[config.mk]
export PLATFORM = sky130hd
export DESIGN_NAME = cond_logic
export DESIGN_NICKNAME = d
export VERILOG_FILES = /design/src/rtl/cond_logic.sv
export SDC_FILE = /design/constraint.sdc
export NUM_CORES = 1
export LEC_CHECK = 0
export BUFFER_PORTS_ARGS = -buffer_cell sky130_fd_sc_hd__buf_2
export CORE_AREA = 2 2 39 41
export CTS_CLUSTER_DIAMETER = 150
export DETAILED_ROUTE_END_ITERATION = 8
export DIE_AREA = 0 0 41 43
export GPL_TIMING_DRIVEN = 0
export PLACE_DENSITY_LB_ADDON = 0.25
export REMOVE_ABC_BUFFERS = 1
export SYNTH_ARGS = -nofsm -noshare
export SYNTH_HDL_FRONTEND = slang
export SYNTH_SLANG_ARGS = --single-unit
[constraint.sdc]
create_clock -name clk -period 2.3 [get_ports clk]
set_input_delay 0.23 -clock clk [delete_from_list [all_inputs] [get_ports clk]]
set_output_delay 0.23 -clock clk [all_outputs]
set_load 0.05 [all_outputs]
[src/rtl/cond_logic.sv]
// cond_logic: conditional-execution stage behind the ARM main/ALU decoder.
// Holds the NZCV flag register and checks the condition field against it.
// The decoder write strobes only reach the datapath when the condition passes.
// Optional build macro COND_STATS_EN adds two saturating counters,
// ExecCnt and SquashCnt, that count executed and squashed valid instructions.
module cond_logic #(
  parameter int FLAG_W = 4
`ifdef COND_STATS_EN
  , parameter int CNT_W = 16
`endif
) (
  input  logic              clk,
  input  logic              rst_n,
  input  logic              en,
  input  logic [3:0]        Cond,
  input  logic [FLAG_W-1:0] ALUFlags,
  input  logic [1:0]        FlagW,
  input  logic              PCS,
  input  logic              RegW,
  input  logic              MemW,
  input  logic              NoWrite,
  output logic              PCSrc,
  output logic              RegWrite,
  output logic              MemWrite,
  output logic              CondEx,
  output logic [FLAG_W-1:0] Flags,
  output logic              CondFailQ
`ifdef COND_STATS_EN
  , output logic [CNT_W-1:0] ExecCnt
  , output logic [CNT_W-1:0] SquashCnt
`endif
);

  logic flagN, flagZ, flagC, flagV;
  logic signedGe;
  logic execValid;

  assign flagN    = Flags[3];
  assign flagZ    = Flags[2];
  assign flagC    = Flags[1];
  assign flagV    = Flags[0];
  assign signedGe = (flagN == flagV);

  // Condition check uses the stored flags, never the ALU flags of this cycle.
  always_comb begin
    CondEx = 1'b0;
    unique case (Cond)
      4'b0000: CondEx = flagZ;
      4'b0001: CondEx = ~flagZ;
      4'b0010: CondEx = flagC;
      4'b0011: CondEx = ~flagC;
      4'b0100: CondEx = flagN;
      4'b0101: CondEx = ~flagN;
      4'b0110: CondEx = flagV;
      4'b0111: CondEx = ~flagV;
      4'b1000: CondEx = flagC & ~flagZ;
      4'b1001: CondEx = ~flagC | flagZ;
      4'b1010: CondEx = signedGe;
      4'b1011: CondEx = ~signedGe;
      4'b1100: CondEx = ~flagZ & signedGe;
      4'b1101: CondEx = flagZ | ~signedGe;
      4'b1110: CondEx = 1'b1;
      4'b1111: CondEx = 1'b0;   // reserved encoding never executes
      default: CondEx = 1'b0;
    endcase
  end

  assign execValid = en & CondEx;

  assign PCSrc    = execValid & PCS;
  assign RegWrite = execValid & RegW & ~NoWrite;
  assign MemWrite = execValid & MemW;

  // Flag register: the two halves update independently; a failed condition blocks both.
  always_ff @(posedge clk or negedge rst_n) begin
    if (!rst_n) begin
      Flags <= '0;
    end else begin
      if (execValid && FlagW[1]) Flags[3:2] <= ALUFlags[3:2];
      if (execValid && FlagW[0]) Flags[1:0] <= ALUFlags[1:0];
    end
  end

  // Remember whether the last valid instruction was squashed; bubbles leave it alone.
  always_ff @(posedge clk or negedge rst_n) begin
    if (!rst_n) begin
      CondFailQ <= 1'b0;
    end else if (en) begin
      CondFailQ <= ~CondEx;
    end
  end

`ifdef COND_STATS_EN
  // Saturating counters of executed and squashed valid instructions.
  always_ff @(posedge clk or negedge rst_n) begin
    if (!rst_n) begin
      ExecCnt   <= '0;
      SquashCnt <= '0;
    end else if (en) begin
      if (CondEx) begin
        if (ExecCnt != {CNT_W{1'b1}}) ExecCnt <= ExecCnt + 1'b1;
      end else begin
        if (SquashCnt != {CNT_W{1'b1}}) SquashCnt <= SquashCnt + 1'b1;
      end
    end
  end
`endif

endmodule

Word level (Yosys, flattened, before mapping)
Index checks and enable logic that the tools add are counted.
{"block": "totals", "register_bits": 5, "output_inout_bits": 9, "word_cells": 39}
{"block": "op_classes", "n_eq_ne": 16, "n_mux": 1, "n_bitwise": 16, "reduce_logical": 3}
{"cell": "$eq A4 B4 Y1 const B", "n": 8}
{"cell": "$eq A4 B3 Y1 const B", "n": 4}
{"cell": "$pmux W1 S16", "n": 1}
{"cell": "$eq A4 B2 Y1 const B", "n": 2}
{"cell": "$and A1 B1 Y1", "n": 7}
{"cell": "$not A1 Y1", "n": 7}
{"cell": "$eq A4 B1 Y1 const B", "n": 1}
{"cell": "$logic_not A4 Y1", "n": 1}
{"cell": "$logic_and A1 B1 Y1", "n": 2}
{"cell": "$or A1 B1 Y1", "n": 2}
{"cell": "$eq A1 B1 Y1", "n": 1}

Longest topological paths before layout
{"block": "logic_depth", "depth_word": 7, "depth_mapped": 6, "ltp_nobuf": 5}

Least setup slack after synthesis
OpenSTA, ideal clock, no wires.
{"block": "synth_timing", "path_kind": "reg2out", "startpoint": "reg Flags[2]", "endpoint": "out MemWrite", "arrival_time_ns": 2.612, "required_ns": 2.070, "path_slack_ns": -0.542, "path_stages_with_launch": 6, "path_buffers": 0, "cell_sequence": "dfrtp_1 or3b_1 mux2i_2 nor2_1 a2bb2oi_2 nor3b_1"}
{"block": "synth_via", "elab_chain_len": 5, "elab_cells_between_ends": 8, "cone_classes": "mux: 1; bitwise: 7"}
{"item": "from (decl)", "line_no": "26", "source": "output logic [FLAG_W-1:0] Flags,"}
{"item": "from (signal assigned)", "line_no": "79", "source": "if (execValid && FlagW[1]) Flags[3:2] <= ALUFlags[3:2];"}
{"item": "$not A1 Y1", "line_no": "49, 56, 60"}
{"item": "$and A1 B1 Y1 (on tied branches)", "line_no": "60, 56"}
{"item": "$pmux W1 S16 *", "line_no": "47", "source": "unique case (Cond)"}
{"item": "$and A1 B1 Y1 *", "line_no": "68", "source": "assign execValid = en & CondEx;"}
{"item": "$and A1 B1 Y1 *", "line_no": "72", "source": "assign MemWrite = execValid & MemW;"}
{"item": "to (decl)", "line_no": "24", "source": "output logic MemWrite,"}
Every way passes the cells marked *; elsewhere a longest branch is shown, timed or not.

Final worst setup path
{"block": "layout_timing", "startpoint": "reg Flags[2]", "endpoint": "out RegWrite"}
{"block": "layout_via", "elab_chain_len": 6, "elab_cells_between_ends": 9, "cone_classes": "mux: 1; bitwise: 8"}
{"item": "$not A1 Y1", "line_no": "49, 56, 60"}
{"item": "$and A1 B1 Y1 (on tied branches)", "line_no": "60, 56"}
{"item": "$pmux W1 S16 *", "line_no": "47"}
{"item": "$and A1 B1 Y1 *", "line_no": "68"}
{"item": "$and A1 B1 Y1 * (2 in a row)", "line_no": "71", "source": "assign RegWrite = execValid & RegW & ~NoWrite;"}
{"item": "to (decl)", "line_no": "23", "source": "output logic RegWrite,"}
Marks and branches as above.

==> flow_summary.ini <==
[run_status]
outcome = finished, final reports clean

[global_route]
grt_antenna_before_repair = 0
grt_first_pass_wirelength_um = 1670
global_route.overflow_total = 0
first_global_vias = 414
global_route.usage.total = 0.143
largest_net_degree_at_the_start_of_global_routing = 11

[drt]
antenna_left = 0
routedWlPerCell_um = 12.6
drc_marker_count_from_the_first_detailed_route_iteration = 3
detailedRoute.firstPassIterationCount = 3
totalWireLength_um = 1210
route.vias.total = 502
vias_per_cell = 5.23
remaining_drc_errors = 0

[cts]
clk_latency_ns = 0.24
cts.clk_slew.worst_paths_ns = 0.04
cts_inserted_buffers = 3
root_buffer = clkbuf_4
cts.sink_count = 5
clock_path_buffers = 2
cts_tree = done
cts.htree.levels = 1

[cells_and_area]
fillCellCount = 139
layout_commonest_cell = buf_2
post-route-util = 0.530
drive_above_1_share = 0.538
nNetsFinal = 98
synthToLayoutAreaGrowth_pct = 46.9
postLayoutCellArea_um2 = 733
final_cell_mix = buf_2 (22), buf_4 (5), dfrtp_1 (4), nand2_1 (4), mux2_1 (4)
insertedDiodeCount = 0

[sta]
fin_crit_ns = 2.23
finalHoldViolCount = 0
timing_worst_slew_pin_value_ns = 0.539
finalSetupViolCount = 0
clock-skew-final_ns = 0.00328
maxClockFrequency_ghz = 0.449
final_min_period_over_clock_period = 0.969
report.final.slew_viol_count = 0
fin_hold_ws_ns = 0.203
timing.max_slew.rel_slack = 0.635

[place]
place_area_um2 = 633
detailedPlacementHpwl_um = 873
gpl.final_weighted_congestion = 0.654
portBuffers = 25

[worst_setup_path]
timing.setup.critical_path_class = register to output pin
r2r.worst_path.cells = 6
worst-endpoint-required_ns = 2.07
critical_path.startpoint_type = register
critPathMaxFanout = 6
timing.critical_path.arrival_ns = 2.00
timing.critical_path.to_type = output pin

[pwr]
powerDensity_nw_per_um2 = 1090
p_total_uw = 800
power.leakage_nw = 0.336
vdd_ir_drop_max_v = 0.000576

[floorplan]
floorplan.die_area_um2 = 1760
core-area_um2 = 1380
rows = 14
floorplan.die.height_um = 43
initial_util = 0.361
die_width_um = 41
boundaryPins = 26

[yosys]
syn_area_um2 = 499
syn_area_per_cell_um2 = 10.2
ys_seq_elements = 5
yosysSeqAreaShare = 0.251
syn_inst = 49
netlist-cell-type-count = 28
synthesis.yosys.warnings = 0

[min_path]
timing.hold.worst_path_depth = 2
min_path_type = primary input to register

[run]
max_cap_viol_count = 0
-- synth_stat cells --
master	instances	share of area
a21oi_1	2	0.020
a221oi_4	1	0.053
a2bb2oi_2	1	0.030
and2_1	1	0.013
and2_4	1	0.018
buf_6	1	0.023
dfrtp_1	5	0.25
inv_1	2	0.015
mux2_1	4	0.090
mux2i_1	1	0.020
mux2i_2	1	0.028
nand2_1	4	0.030
nand3_1	2	0.020
nand3b_1	2	0.030
nor2_1	2	0.015
nor2b_1	1	0.013
nor3b_1	3	0.045
nor4_1	1	0.013
nor4b_2	1	0.030
o21ai_1	2	0.020
o21ai_2	2	0.035
o22a_1	1	0.018
o311a_2	1	0.023
o311ai_1	1	0.018
or2b_1	1	0.015
or3b_1	1	0.018
xnor2_1	3	0.053
xor3_1	1	0.048
-- sequential cells by signal, summed over array words and instances (netlist names) --
name       flops
Flags          4
CondFailQ      1
-- stage by stage --
step | setup TNS [ns] | std cells | worst slack, ns
after floorplan | -1.44 | 48 | -0.543
after global placement | 0 | 89 | 0.257
after detailed placement | 0 | 89 | 0.246
after CTS | 0 | 94 | 0.0298
after global routing | -0.00134 | 96 | -0.00134
final | 0 | 96 | 0.0717
-- power by group --
group / switching [mW] / total, mW / leakage [nW] / internal [mW]
logic: 0.313 / 0.517 / 0.264 / 0.204
clock network: 0.0348 / 0.100 / 0.0150 / 0.0655
registers: 0.0564 / 0.183 / 0.0571 / 0.127
-- worst max-delay path, cell delays in order, from the launching register on --
cell,delay (ns)
dfrtp_2,0.43
or3b_1,0.40
mux2i_4,0.19
nor2_2,0.08
a2bb2oi_4,0.19
nor4b_2,0.25
buf_4,0.23
-- timing repair --
item / in CTS / in global routing
endpoints found under the hold margin: 5 / 0
cloned: 0 / 0
hold buffers: 1 / 0
pin swaps: 0 / 1
gates resized for setup: 1 / 11
setup endpoints to repair: 1 / 4
setup buffers: 0 / 2
-- per-layer routing --
metal / global-route usage / wire (um) / up-vias
met5: 0 / 0 / -
met4: 0.100 / 22 / 0
met3: 0.0314 / 53 / 3
met2: 0.206 / 651 / 14
met1: 0.179 / 483 / 237
li1: - / - / 248
-- cells by family (layout without fill, tap and decap cells) --
| kind of cell | count (synthesis) | after routing | share of synthesized area |
|---|---|---|---|
| compound gates | 11 | 11 | 0.216 |
| xor+xnor | 4 | 4 | 0.100 |
| buf+inv | 3 | 34 | 0.0376 |
| flops | 5 | 5 | 0.251 |
| mux | 6 | 6 | 0.138 |
| simple gates | 20 | 20 | 0.258 |
-- final timing paths --
| check | startpoint | endpoint | slack (ns) |
|---|---|---|---|
| setup / recovery | Flags[2]$_DFFE_PN0P_ | RegWrite | 0.07 |
| hold / removal | ALUFlags[3] | Flags[3]$_DFFE_PN0P_ | 0.20 |
| setup reg to reg | Flags[3]$_DFFE_PN0P_ | Flags[2]$_DFFE_PN0P_ | 0.49 |
| hold reg to reg | CondFailQ$_DFFE_PN0P_ | CondFailQ$_DFFE_PN0P_ | 0.50 |
| max in group asynchronous | rst_n | Flags[2]$_DFFE_PN0P_ | 1.81 |
| min in group asynchronous | rst_n | Flags[3]$_DFFE_PN0P_ | 0.35 |
-- cell type report --
cell class                      count  area (um2)  area share
Tap cell                           16        20.0      0.0273
Clock buffer                        4        26.3      0.0358
Inverter                            2        7.51      0.0102
Multi-Input combinational cell     41         395       0.539
Sequential cell                     5         126       0.172
Timing Repair Buffer               28         158       0.215
No activity file was read; power rests on OpenSTA's default activity.
